[src/rtl/scale_arb_pkg.sv]
// Shared types and the round-robin pick helper for the scale arbiter slice.
package scale_arb_pkg;

   localparam int unsigned WORD_W   = 32;
   localparam int unsigned MAX_REQ  = 8;
   localparam int unsigned MAX_ID_W = 3;

   typedef enum logic {
      IDLE   = 1'b0,
      LOADED = 1'b1
   } issue_state_t;

   typedef logic signed [WORD_W-1:0] word_t;
   typedef word_t [2:0] vec3_t;

   // One-hot winner: first set bit of req strictly after ptr, wrapping modulo n.
   function automatic logic [MAX_REQ-1:0] rr_pick(input logic [MAX_REQ-1:0] req,
                                                  input logic [MAX_ID_W-1:0] ptr,
                                                  input int unsigned n);
      logic        found;
      int unsigned idx;
      rr_pick = '0;
      found   = 1'b0;
      for (int unsigned k = 1; k <= MAX_REQ; k++) begin
         idx = (32'(ptr) + k) % n;
         if (k <= n && !found && req[MAX_ID_W'(idx)]) begin
            rr_pick[MAX_ID_W'(idx)] = 1'b1;
            found = 1'b1;
         end
      end
   endfunction

endpackage

[src/rtl/scale_arbiter_if.sv]
// Requester, shared-unit and response signals of the scale arbiter.
interface scale_arbiter_if
   import scale_arb_pkg::*;
#(
   parameter int unsigned N_REQ     = 4,
   parameter int unsigned TAG_DEPTH = 8
);
   localparam int unsigned CNT_W = $clog2(TAG_DEPTH) + 1;

   vec3_t [N_REQ-1:0] req_x;
   word_t [N_REQ-1:0] req_a;
   logic  [N_REQ-1:0] req_empty;
   logic  [N_REQ-1:0] req_rd_en;
   vec3_t             su_x;
   word_t             su_a;
   logic              su_in_empty;
   logic              su_in_rd_en;
   vec3_t             su_out;
   logic              su_out_empty;
   logic              su_out_rd_en;
   vec3_t             rsp_out;
   logic  [N_REQ-1:0] rsp_wr_en;
   logic  [N_REQ-1:0] rsp_full;
   logic  [CNT_W-1:0] inflight;

   modport master (
      input  req_x, req_a, req_empty, su_in_rd_en, su_out, su_out_empty, rsp_full,
      output req_rd_en, su_x, su_a, su_in_empty, su_out_rd_en, rsp_out, rsp_wr_en, inflight
   );

   modport slave (
      output req_x, req_a, req_empty, su_in_rd_en, su_out, su_out_empty, rsp_full,
      input  req_rd_en, su_x, su_a, su_in_empty, su_out_rd_en, rsp_out, rsp_wr_en, inflight
   );

endinterface

[src/rtl/scale_arbiter_tag_fifo.sv]
// Order FIFO of requester IDs for requests in flight in the shared unit; FWFT head.
module tag_fifo #(
   parameter int unsigned WIDTH = 2,
   parameter int unsigned DEPTH = 8
) (
   input  logic                       clock,
   input  logic                       reset,
   input  logic                       push,
   input  logic [WIDTH-1:0]           din,
   input  logic                       pop,
   output logic [WIDTH-1:0]           dout_c,
   output logic                       full_c,
   output logic                       empty_c,
   output logic [$clog2(DEPTH):0]     count
);
   localparam int unsigned AW    = $clog2(DEPTH);
   localparam int unsigned CNT_W = AW + 1;

   logic [WIDTH-1:0] mem [DEPTH];
   logic [AW-1:0]    wr_ptr;
   logic [AW-1:0]    rd_ptr;
   logic             do_push;
   logic             do_pop;

   always_comb begin
      empty_c = (count == '0);
      full_c  = (count == CNT_W'(DEPTH));
      dout_c  = mem[rd_ptr];
      do_pop  = pop && !empty_c;
      do_push = push && (!full_c || do_pop);
   end

   always_ff @(posedge clock) begin
      if (do_push) mem[wr_ptr] <= din;
   end

   // Pointers wrap naturally because DEPTH is a power of two.
   always_ff @(posedge clock) begin
      if (reset) begin
         wr_ptr <= '0;
         rd_ptr <= '0;
         count  <= '0;
      end else begin
         if (do_push) wr_ptr <= wr_ptr + AW'(1);
         if (do_pop)  rd_ptr <= rd_ptr + AW'(1);
         case ({do_push, do_pop})
            2'b10:   count <= count + CNT_W'(1);
            2'b01:   count <= count - CNT_W'(1);
            default: count <= count;
         endcase
      end
   end

endmodule

[src/rtl/scale_arbiter.sv]
// Round-robin sharing of one scale unit among N_REQ requesters, with in-order
// steering of results back to the originating requester via a tag FIFO.
module scale_arbiter
   import scale_arb_pkg::*;
#(
   parameter int unsigned N_REQ     = 4,
   parameter int unsigned TAG_DEPTH = 8
) (
   input  logic            clock,
   input  logic            reset,
   scale_arbiter_if.master bus
);
   localparam int unsigned ID_W  = $clog2(N_REQ);
   localparam int unsigned CNT_W = $clog2(TAG_DEPTH) + 1;

   issue_state_t     state;
   logic [ID_W-1:0]  rr_ptr;
   logic [ID_W-1:0]  hold_id;
   vec3_t            hold_x;
   word_t            hold_a;

   logic [MAX_REQ-1:0] pick8;
   logic               unused_pick;
   logic [N_REQ-1:0]   grant_oh;
   logic [ID_W-1:0]    grant_id;
   logic               issue;
   logic               push;
   logic               ret_ok;
   logic [ID_W-1:0]    head_id;
   logic               tag_full;
   logic               tag_empty;
   logic [CNT_W-1:0]   tag_count;

   // Arbitration, issue handshake and combinational return steering.
   always_comb begin
      pick8       = rr_pick(MAX_REQ'(~bus.req_empty), MAX_ID_W'(rr_ptr), N_REQ);
      unused_pick = ^pick8;
      grant_oh    = pick8[N_REQ-1:0];
      grant_id    = '0;
      for (int unsigned i = 0; i < N_REQ; i++) begin
         if (grant_oh[i]) grant_id = ID_W'(i);
      end

      issue = !reset && (state == IDLE) && (|(~bus.req_empty)) && !tag_full;
      push  = !reset && (state == LOADED) && bus.su_in_rd_en;

      bus.req_rd_en   = issue ? grant_oh : '0;
      bus.su_in_empty = (state != LOADED);
      bus.su_x        = hold_x;
      bus.su_a        = hold_a;

      ret_ok           = !reset && !bus.su_out_empty && !tag_empty && !bus.rsp_full[head_id];
      bus.su_out_rd_en = ret_ok;
      bus.rsp_wr_en    = ret_ok ? (N_REQ'(1) << head_id) : '0;
      bus.rsp_out      = bus.su_out;
      bus.inflight     = tag_count;
   end

   always_ff @(posedge clock) begin
      if (reset) begin
         state   <= IDLE;
         rr_ptr  <= ID_W'(N_REQ - 1);
         hold_id <= '0;
         hold_x  <= '0;
         hold_a  <= '0;
      end else begin
         case (state)
            IDLE: begin
               if (issue) begin
                  hold_x  <= bus.req_x[grant_id];
                  hold_a  <= bus.req_a[grant_id];
                  hold_id <= grant_id;
                  rr_ptr  <= grant_id;
                  state   <= LOADED;
               end
            end
            LOADED: begin
               if (bus.su_in_rd_en) state <= IDLE;
            end
            default: state <= IDLE;
         endcase
      end
   end

   tag_fifo #(
      .WIDTH (ID_W),
      .DEPTH (TAG_DEPTH)
   ) u_tag_fifo (
      .clock   (clock),
      .reset   (reset),
      .push    (push),
      .din     (hold_id),
      .pop     (ret_ok),
      .dout_c  (head_id),
      .full_c  (tag_full),
      .empty_c (tag_empty),
      .count   (tag_count)
   );

endmodule

[src/flat_wrapper.sv]
// flat-port wrapper written by rule: the top's interface ports become plain ports
module scale_arbiter_flat import scale_arb_pkg::*;
#(
   parameter int unsigned N_REQ     = 4,
   parameter int unsigned TAG_DEPTH = 8
)
  (clock, reset, bus_req_x, bus_req_a, bus_req_empty, bus_su_in_rd_en, bus_su_out, bus_su_out_empty, bus_rsp_full, bus_req_rd_en, bus_su_x, bus_su_a, bus_su_in_empty, bus_su_out_rd_en, bus_rsp_out, bus_rsp_wr_en, bus_inflight);
  scale_arbiter_if #(.N_REQ(N_REQ), .TAG_DEPTH(TAG_DEPTH)) bus_i ();
  input  logic clock;
  input  logic reset;
  input wire logic [$bits(bus_i.req_x)-1:0] bus_req_x;
  input wire logic [$bits(bus_i.req_a)-1:0] bus_req_a;
  input wire logic [$bits(bus_i.req_empty)-1:0] bus_req_empty;
  input wire logic [$bits(bus_i.su_in_rd_en)-1:0] bus_su_in_rd_en;
  input wire logic [$bits(bus_i.su_out)-1:0] bus_su_out;
  input wire logic [$bits(bus_i.su_out_empty)-1:0] bus_su_out_empty;
  input wire logic [$bits(bus_i.rsp_full)-1:0] bus_rsp_full;
  output wire logic [$bits(bus_i.req_rd_en)-1:0] bus_req_rd_en;
  output wire logic [$bits(bus_i.su_x)-1:0] bus_su_x;
  output wire logic [$bits(bus_i.su_a)-1:0] bus_su_a;
  output wire logic [$bits(bus_i.su_in_empty)-1:0] bus_su_in_empty;
  output wire logic [$bits(bus_i.su_out_rd_en)-1:0] bus_su_out_rd_en;
  output wire logic [$bits(bus_i.rsp_out)-1:0] bus_rsp_out;
  output wire logic [$bits(bus_i.rsp_wr_en)-1:0] bus_rsp_wr_en;
  output wire logic [$bits(bus_i.inflight)-1:0] bus_inflight;
  assign bus_i.req_x = bus_req_x;
  assign bus_i.req_a = bus_req_a;
  assign bus_i.req_empty = bus_req_empty;
  assign bus_i.su_in_rd_en = bus_su_in_rd_en;
  assign bus_i.su_out = bus_su_out;
  assign bus_i.su_out_empty = bus_su_out_empty;
  assign bus_i.rsp_full = bus_rsp_full;
  assign bus_req_rd_en = bus_i.req_rd_en;
  assign bus_su_x = bus_i.su_x;
  assign bus_su_a = bus_i.su_a;
  assign bus_su_in_empty = bus_i.su_in_empty;
  assign bus_su_out_rd_en = bus_i.su_out_rd_en;
  assign bus_rsp_out = bus_i.rsp_out;
  assign bus_rsp_wr_en = bus_i.rsp_wr_en;
  assign bus_inflight = bus_i.inflight;
  scale_arbiter #(.N_REQ(N_REQ), .TAG_DEPTH(TAG_DEPTH)) u_core (.clock(clock), .reset(reset), .bus(bus_i));
endmodule
[config.mk]
export PLATFORM = sky130hd
export DESIGN_NAME = scale_arbiter_flat
export DESIGN_NICKNAME = d
export VERILOG_FILES = /design/src/rtl/scale_arb_pkg.sv /design/src/rtl/scale_arbiter_if.sv /design/src/rtl/scale_arbiter_tag_fifo.sv /design/src/rtl/scale_arbiter.sv /design/src/flat_wrapper.sv
export SDC_FILE = /design/constraint.sdc
export NUM_CORES = 1
export LEC_CHECK = 0
export BUFFER_PORTS_ARGS = -buffer_cell sky130_fd_sc_hd__buf_2
export CAP_MARGIN = 40
export CORE_AREA = 2 2 334 336
export DETAILED_ROUTE_END_ITERATION = 8
export DIE_AREA = 0 0 336 338
export PLACE_DENSITY_LB_ADDON = 0.15
export SLEW_MARGIN = 10
export SYNTH_ARGS = -nofsm -noshare
export SYNTH_HDL_FRONTEND = slang
export SYNTH_SLANG_ARGS = --single-unit
[constraint.sdc]
create_clock -name clock -period 5.3 [get_ports clock]
set_input_delay 0.795 -clock clock [delete_from_list [all_inputs] [get_ports clock]]
set_output_delay 0.795 -clock clock [all_outputs]
set_load 0.005 [all_outputs]
==> results.sh, run 1 <==
export IMPL_status="finished, final reports clean"
export IMPL_antenna_found_initial=15
export IMPL_layout_min_cycle_time_ns=4.18
export IMPL_crit_path_max_fanout=40
export IMPL_numCtsBuffers=17
export IMPL_swShare_pct=44.6
export IMPL_gp_congestion=0.792
export IMPL_rows=122
export IMPL_layout_setup_ws_ns=1.12
export IMPL_cts_setup_buffers=0
export IMPL_synth_most_common_cell="dfxtp_1"
export IMPL_cts_sinks=162
export IMPL_yosysSeqAreaShare_pct=34.4
export IMPL_ant_nets=0
export IMPL_maxSlewHeadroom_pct=39.2
export IMPL_netlist_top_cells_area="dfxtp_1, a32oi_1, a221oi_2"
export IMPL_synth_cell_types=48
export IMPL_synth_ff_type="dfxtp_1"
export IMPL_dieWidth_um=336
export IMPL_coreArea_um2=110000
export IMPL_p_per_area_nw_per_um2=417
export IMPL_routedWlPerCell_um=20.9
export IMPL_slew_violations=0
export IMPL_cts_path_max_buffers=2
export IMPL_layout_nets=2229
export IMPL_period_share_pct=78.9
export IMPL_synth_warnings=0
export IMPL_start_util_pct=8.99
export IMPL_dp_worst_setup_slack_ns=1.28
export IMPL_grt_max_degree=69
export IMPL_hold_viol=0
export IMPL_cts_tree="built"
export IMPL_avgViaCountPerCell=3.67
export IMPL_syn_num_nets=1732
export IMPL_start_kind="flip-flop"
export IMPL_synth_top_area_cell="dfxtp_1"
export IMPL_max_freq_mhz=239
export IMPL_power_frac_seq_pct=29.6
export IMPL_synth_seq_cells=162
export IMPL_rsz0062_at_grt="no"
export IMPL_grt_usage_pct=10.9
export IMPL_yosysTopAreaCellShare_pct=29.5
export IMPL_die_area_um2=114000
export IMPL_h_tree_depth=4
export IMPL_drc=0
export IMPL_area_growth_syn_to_layout_pct=49.3
export IMPL_internal_power_mw=3.41
export IMPL_clockRootBuffer="clkbuf_16"
export IMPL_grt_pass1_vias=11700
export IMPL_irDropWorstVdd_v=0.000261
export IMPL_hold_buffers=0
export IMPL_die_height_um=338
export IMPL_syn_area_per_cell_um2=8.97
export IMPL_synth_common_cells="dfxtp_1, o21ai_0, o21ai_1"
export IMPL_drv_cap=0
export IMPL_numPortBuffers=665
export IMPL_skew_ns=0.0266
export IMPL_cts_repair_resized=0
export IMPL_clk_pin_slew_ns=0.07
export IMPL_min_path_type="reg2reg"
export IMPL_cp_arrival_ns=3.38
export IMPL_wl_um=65000
export IMPL_synthesis_area_um2=9890
export IMPL_grt_pass1_wl_um=87300
export IMPL_synth_async_reset_ratio_pct=0
export IMPL_top_level_ports=858
export IMPL_switchingPower_mw=2.74
export IMPL_crit_path_end_kind="output pin"
export IMPL_synth_edff_count=16
export IMPL_worstSetupPathType="reg2out"
export IMPL_drive_above_1_share_pct=49.9
export IMPL_worst_pin_slew_ns=0.912
export IMPL_worstPathRequired_ns=4.51
export IMPL_p_comb_share_pct=47.3
export IMPL_synth_cells=1103
export IMPL_dp_hpwl_um=48700
export IMPL_leakagePower_nw=5.96
export IMPL_p_clk_share_pct=23.1
export IMPL_grt_overflow_total=0
export IMPL_firstDrtPassIters=5
export IMPL_clk_latency_ns=0.53
export IMPL_tns_ns=0
export IMPL_setup_violations=0
export IMPL_via_count=11400
export IMPL_drt_iter0_markers=529
cell usage in the layout, fill, tap and decap left out, drive strengths merged, types with 4 or more instances in the layout:
cell type,instances
ha,9
mux4,8
nand3b,4
a32oi,128
nor2,17
edfxtp,16
clkbuf,17
a21oi,10
diode,6
nand2,79
nor3,7
buf,691
dfxtp,146
a221oi,93
and3,40
clkinv,4
nand3,8
nand4b,4
o21ai,269
mux2i,8
inv,16
area by class of cell:
cell class	count	area [um2]
Fill cell	12700	95300
Multi-Input combinational cell	719	5210
Timing Repair Buffer	691	3640
Sequential cell	162	3400
Tap cell	1488	1860
Clock buffer	17	425
Clock inverter	15	171
Inverter	9	33.8
Antenna cell	6	15.0
worst max-delay path: stages, from the launching register on:
cell and delay [ns]:
dfxtp_1 0.58, inv_1 0.12, ha_1 0.35, mux4_2 0.43, and4b_1 0.27, nand2_1 0.16, and3_4 0.58, nor2_1 0.21
buf_2 0.18
through the flow:
| stage | power (mW) | hold slack, ns | area (um2) | utilization (%) | std cells |
|---|---|---|---|---|---|
| after floorplan | 3.44 | 0.427 | 9890 | - | 1103 |
| after global placement | 4.85 | 0.446 | 14100 | 12.8 | 3067 |
| after detailed placement | 4.85 | 0.452 | 14200 | 12.9 | 3069 |
| after CTS | 6.35 | 0.413 | 14800 | 13.4 | 3101 |
| after global routing | 6.60 | 0.438 | 14800 | 13.4 | 3102 |
| final | 6.15 | 0.463 | 14800 | 13.4 | 3107 |
power groups by stage:
stage / Clock, mW / Sequential, mW / Combinational, mW
finish: 1.42 / 1.82 / 2.91
global route: 1.55 / 1.86 / 3.19
CTS: 1.52 / 1.82 / 3.01
detailed placement: 0 / 1.84 / 3.01
global placement: 0 / 1.84 / 3.01
floorplan: 0 / 1.85 / 1.60
layer usage:
metal  global-route usage (%)  routed length [um]  vias to the layer above
li1                         -                   -                     5254
met1                     12.9               26300                     5555
met2                     18.6               32200                      478
met3                     3.27                4510                       97
met4                     4.37                1910                        6
met5                        0                  45                        -
kinds of logic (layout without fill, tap and decap cells):
kind of cell               count (synthesis)  in the layout  share of synthesized area [%]
adders and majority gates                  9              9                           1.14
and+or+nand+nor                          178            178                           9.08
buffers and inverters                    222            732                           13.7
DFF                                      162            162                           34.4
AOI/OAI and AO/OA                        511            511                           38.6
other                                      0              6                              0
muxes                                     17             17                           2.74
xor gates and xnor gates                   4              4                          0.354
path summary, 6_finish.rpt:
path,slack [ns],cells after the start,end,start
setup / recovery,1.12,8,bus_req_rd_en[3],u_core.rr_ptr[0]
hold / removal,0.46,1,u_core.u_tag_fifo.rd_ptr[2],u_core.u_tag_fifo.rd_ptr[2]
setup reg to reg,1.44,9,u_core.bus.su_a[8],u_core.rr_ptr[0]
hold reg to reg,0.46,1,u_core.u_tag_fifo.rd_ptr[2],u_core.u_tag_fifo.rd_ptr[2]
state kept, by name, summed over array words and instances, names as in the netlist, named ones only:
register / flops
u_core.bus.su_x: 96
u_core.bus.su_a: 32
u_core.u_tag_fifo.mem: 16
u_core.u_tag_fifo.count: 4
u_core.u_tag_fifo.rd_ptr: 3
u_core.u_tag_fifo.wr_ptr: 3
u_core.hold_id: 2
u_core.rr_ptr: 2
u_core.state: 1
Note: power is estimated with default switching activity, not from simulation.
==> run 2, diff against run 1 <==
--- a/config.mk
+++ b/config.mk
@@ -5,11 +5,12 @@
 export SDC_FILE = /design/constraint.sdc
 export NUM_CORES = 1
 export LEC_CHECK = 0
+export ABC_AREA = 1
 export BUFFER_PORTS_ARGS = -buffer_cell sky130_fd_sc_hd__buf_2
 export CAP_MARGIN = 40
-export CORE_AREA = 2 2 334 336
+export CORE_AREA = 2 2 332 334
 export DETAILED_ROUTE_END_ITERATION = 8
-export DIE_AREA = 0 0 336 338
+export DIE_AREA = 0 0 334 336
 export PLACE_DENSITY_LB_ADDON = 0.15
 export SLEW_MARGIN = 10
 export SYNTH_ARGS = -nofsm -noshare
==> constraint.sdc (replaced) <==
create_clock -name clock -period 4.3 [get_ports clock]
set_input_delay 0.645 -clock clock [delete_from_list [all_inputs] [get_ports clock]]
set_output_delay 0.645 -clock clock [all_outputs]
set_load 0.005 [all_outputs]
==> results.sh, run 2 <==
export IMPL_status="finished, final reports clean"
export IMPL_ant_nets=0
export IMPL_syn_num_nets=3251
export IMPL_start_kind="flip-flop"
export IMPL_synth_common_cells="nand2_1, inv_1, nor2_1"
export IMPL_p_comb_share_pct=59.7
export IMPL_antenna_found_initial=11
export IMPL_numPortBuffers=665
export IMPL_cts_setup_buffers=0
export IMPL_synth_top_area_cell="nand2_1"
export IMPL_maxSlewHeadroom_pct=43.9
export IMPL_internal_power_mw=4.74
export IMPL_gp_congestion=0.797
export IMPL_synth_simple_area_share_pct=50.1
export IMPL_power_frac_seq_pct=22.9
export IMPL_hold_buffers=0
export IMPL_via_count=16400
export IMPL_synth_seq_cells=162
export IMPL_synth_top_family_by_area="simple AND/OR/NAND/NOR gates"
export IMPL_min_path_type="in2reg"
export IMPL_area_growth_syn_to_layout_pct=33.7
export IMPL_layout_min_cycle_time_ns=3.82
export IMPL_irDropWorstVdd_v=0.000319
export IMPL_avgViaCountPerCell=3.62
export IMPL_grt_usage_pct=12.9
export IMPL_period_share_pct=88.9
export IMPL_rows=121
export IMPL_synth_async_reset_ratio_pct=0
export IMPL_p_clk_share_pct=17.4
export IMPL_grt_pass1_wl_um=107000
export IMPL_routedWlPerCell_um=16.5
export IMPL_slew_violations=0
export IMPL_numCtsBuffers=17
export IMPL_final_area_um2=18700
export IMPL_setup_violations=0
export IMPL_switchingPower_mw=5.04
export IMPL_netlist_top_cells_area="nand2_1, dfxtp_1, inv_1"
export IMPL_p_per_area_nw_per_um2=523
export IMPL_synth_compound_area_share_pct=0.974
export IMPL_cp_arrival_ns=3.18
export IMPL_timing_critical_path_from="u_core.rr_ptr[0]"
export IMPL_fillers=13000
export IMPL_synth_warnings=0
export IMPL_cts_path_max_buffers=2
export IMPL_synth_fa_ha_area_share_pct=0.805
export IMPL_rrSetupSlack_ns=0.90
export IMPL_coreArea_um2=108000
export IMPL_dieWidth_um=334
export IMPL_h_tree_depth=4
export IMPL_crit_path_max_fanout=54
export IMPL_firstDrtPassIters=4
export IMPL_holdCritStartpoint="bus_su_in_rd_en"
export IMPL_grt_overflow_total=0
export IMPL_die_area_um2=112000
export IMPL_cts_repair_resized=0
export IMPL_worstSetupPathType="reg2out"
export IMPL_hold_viol=0
export IMPL_synth_ff_type="dfxtp_1"
export IMPL_max_freq_mhz=262
export IMPL_instances_no_fill=4526
export IMPL_clk_latency_ns=0.51
export IMPL_layout_nets=3726
export IMPL_grt_max_degree=132
export IMPL_whs_ns=0.354
export IMPL_synthesis_area_um2=14000
export IMPL_drt_iter0_markers=638
export IMPL_drive_above_1_share_pct=24.1
export IMPL_largest_reg_flops=96
export IMPL_final_cell_mix="nand2_1, buf_2, inv_1"
export IMPL_multi_input_area_um2=7360
export IMPL_worstPathRequired_ns=3.65
export IMPL_register_area_um2=3400
export IMPL_cts_sinks=162
export IMPL_yosysSeqAreaShare_pct=24.3
export IMPL_synth_cell_types=29
export IMPL_top_level_ports=858
export IMPL_rsz0062_at_grt="no"
export IMPL_reg2reg_from="u_core.rr_ptr[0]"
export IMPL_yosysTopAreaCellShare_pct=25.9
export IMPL_clk_pin_slew_ns=0.09
export IMPL_swShare_pct=51.6
export IMPL_synth_most_common_cell="nand2_1"
export IMPL_power_mw=9.78
export IMPL_clockRootBuffer="clkbuf_16"
export IMPL_layout_commonest_cell="nand2_1"
export IMPL_synth_edff_count=16
export IMPL_wl_um=74800
export IMPL_tns_ns=0
export IMPL_skew_ns=0.0128
export IMPL_grt_pass1_vias=16100
export IMPL_cts_tree="built"
export IMPL_dpl_cell_count=4492
export IMPL_leakagePower_nw=11.8
export IMPL_drv_cap=0
export IMPL_synth_cells=2622
export IMPL_place_area_um2=18100
export IMPL_synth_xor_area_share_pct=0.250
export IMPL_worst_pin_slew_ns=0.842
export IMPL_crit_path_end_kind="output pin"
export IMPL_drc=0
export IMPL_die_height_um=336
export IMPL_synth_area_mux_share_pct=0
export IMPL_dp_hpwl_um=57200
export IMPL_syn_area_per_cell_um2=5.34
export IMPL_start_util_pct=12.9
-- run 2: per-stage QoR --
step / setup slack (ns) / utilization, %
final: 0.477 / 17.3
after global routing: 0.169 / 17.3
after CTS: 0.358 / 17.3
after detailed placement: 0.881 / 16.7
after global placement: 0.882 / 16.7
after floorplan: 1.59 / -
-- run 2: layer usage --
layer  track usage, %  part of all wire (%)  vias up
met1             15.7                    44     7307
met5                0                 0.076        -
met4             3.54                   1.8       10
met3             3.64                   6.3       82
li1                 -                     -     8490
met2             22.2                    48      477
-- run 2: cell families (layout without fill, tap and decap cells) --
family,count (synthesis),after routing
and+or+nand+nor,1688,1688
adders and majority gates,9,9
DFF,162,162
xor gates and xnor gates,4,4
AOI/OAI and AO/OA,24,24
other,0,2
buffers and inverters,735,1223
-- run 2: critical path: stages (launching register included) --
cell and delay, ns:
dfxtp_1 0.49, inv_2 0.14, ha_1 0.36, inv_1 0.08
nand3_1 0.10, nand2_2 0.10, nor2_2 0.20, nand3_1 0.15
nand3b_4 0.16, buf_4 0.59, nand2_1 0.10, inv_1 0.07
buf_2 0.11
-- run 2: worst paths after layout --
check                              to  cells past startpoint
hold / removal           u_core.state                      2
setup reg to reg  u_core.bus.su_x[60]                     15
hold reg to reg   u_core.bus.su_x[51]                      2
setup / recovery     bus_req_rd_en[1]                     12
-- run 2: area by class of cell --
type	instances	area share [%]
multi-input combinational	1725	39.3
timing repair buffer	695	19.8
sequential	162	18.2
inverter	496	10.0
tap	1414	9.45
clock buffer	17	2.27
clock inverter	15	0.943
antenna	2	0.0267
-- run 2: power by group through the flow --
stage | Clock [mW] | Sequential (mW) | Combinational (mW)
after floorplan | 0 | 2.27 | 3.59
after CTS | 1.84 | 2.25 | 6.06
after global routing | 1.87 | 2.30 | 6.65
after global placement | 0 | 2.28 | 6.09
final | 1.70 | 2.24 | 5.84
after detailed placement | 0 | 2.28 | 6.05
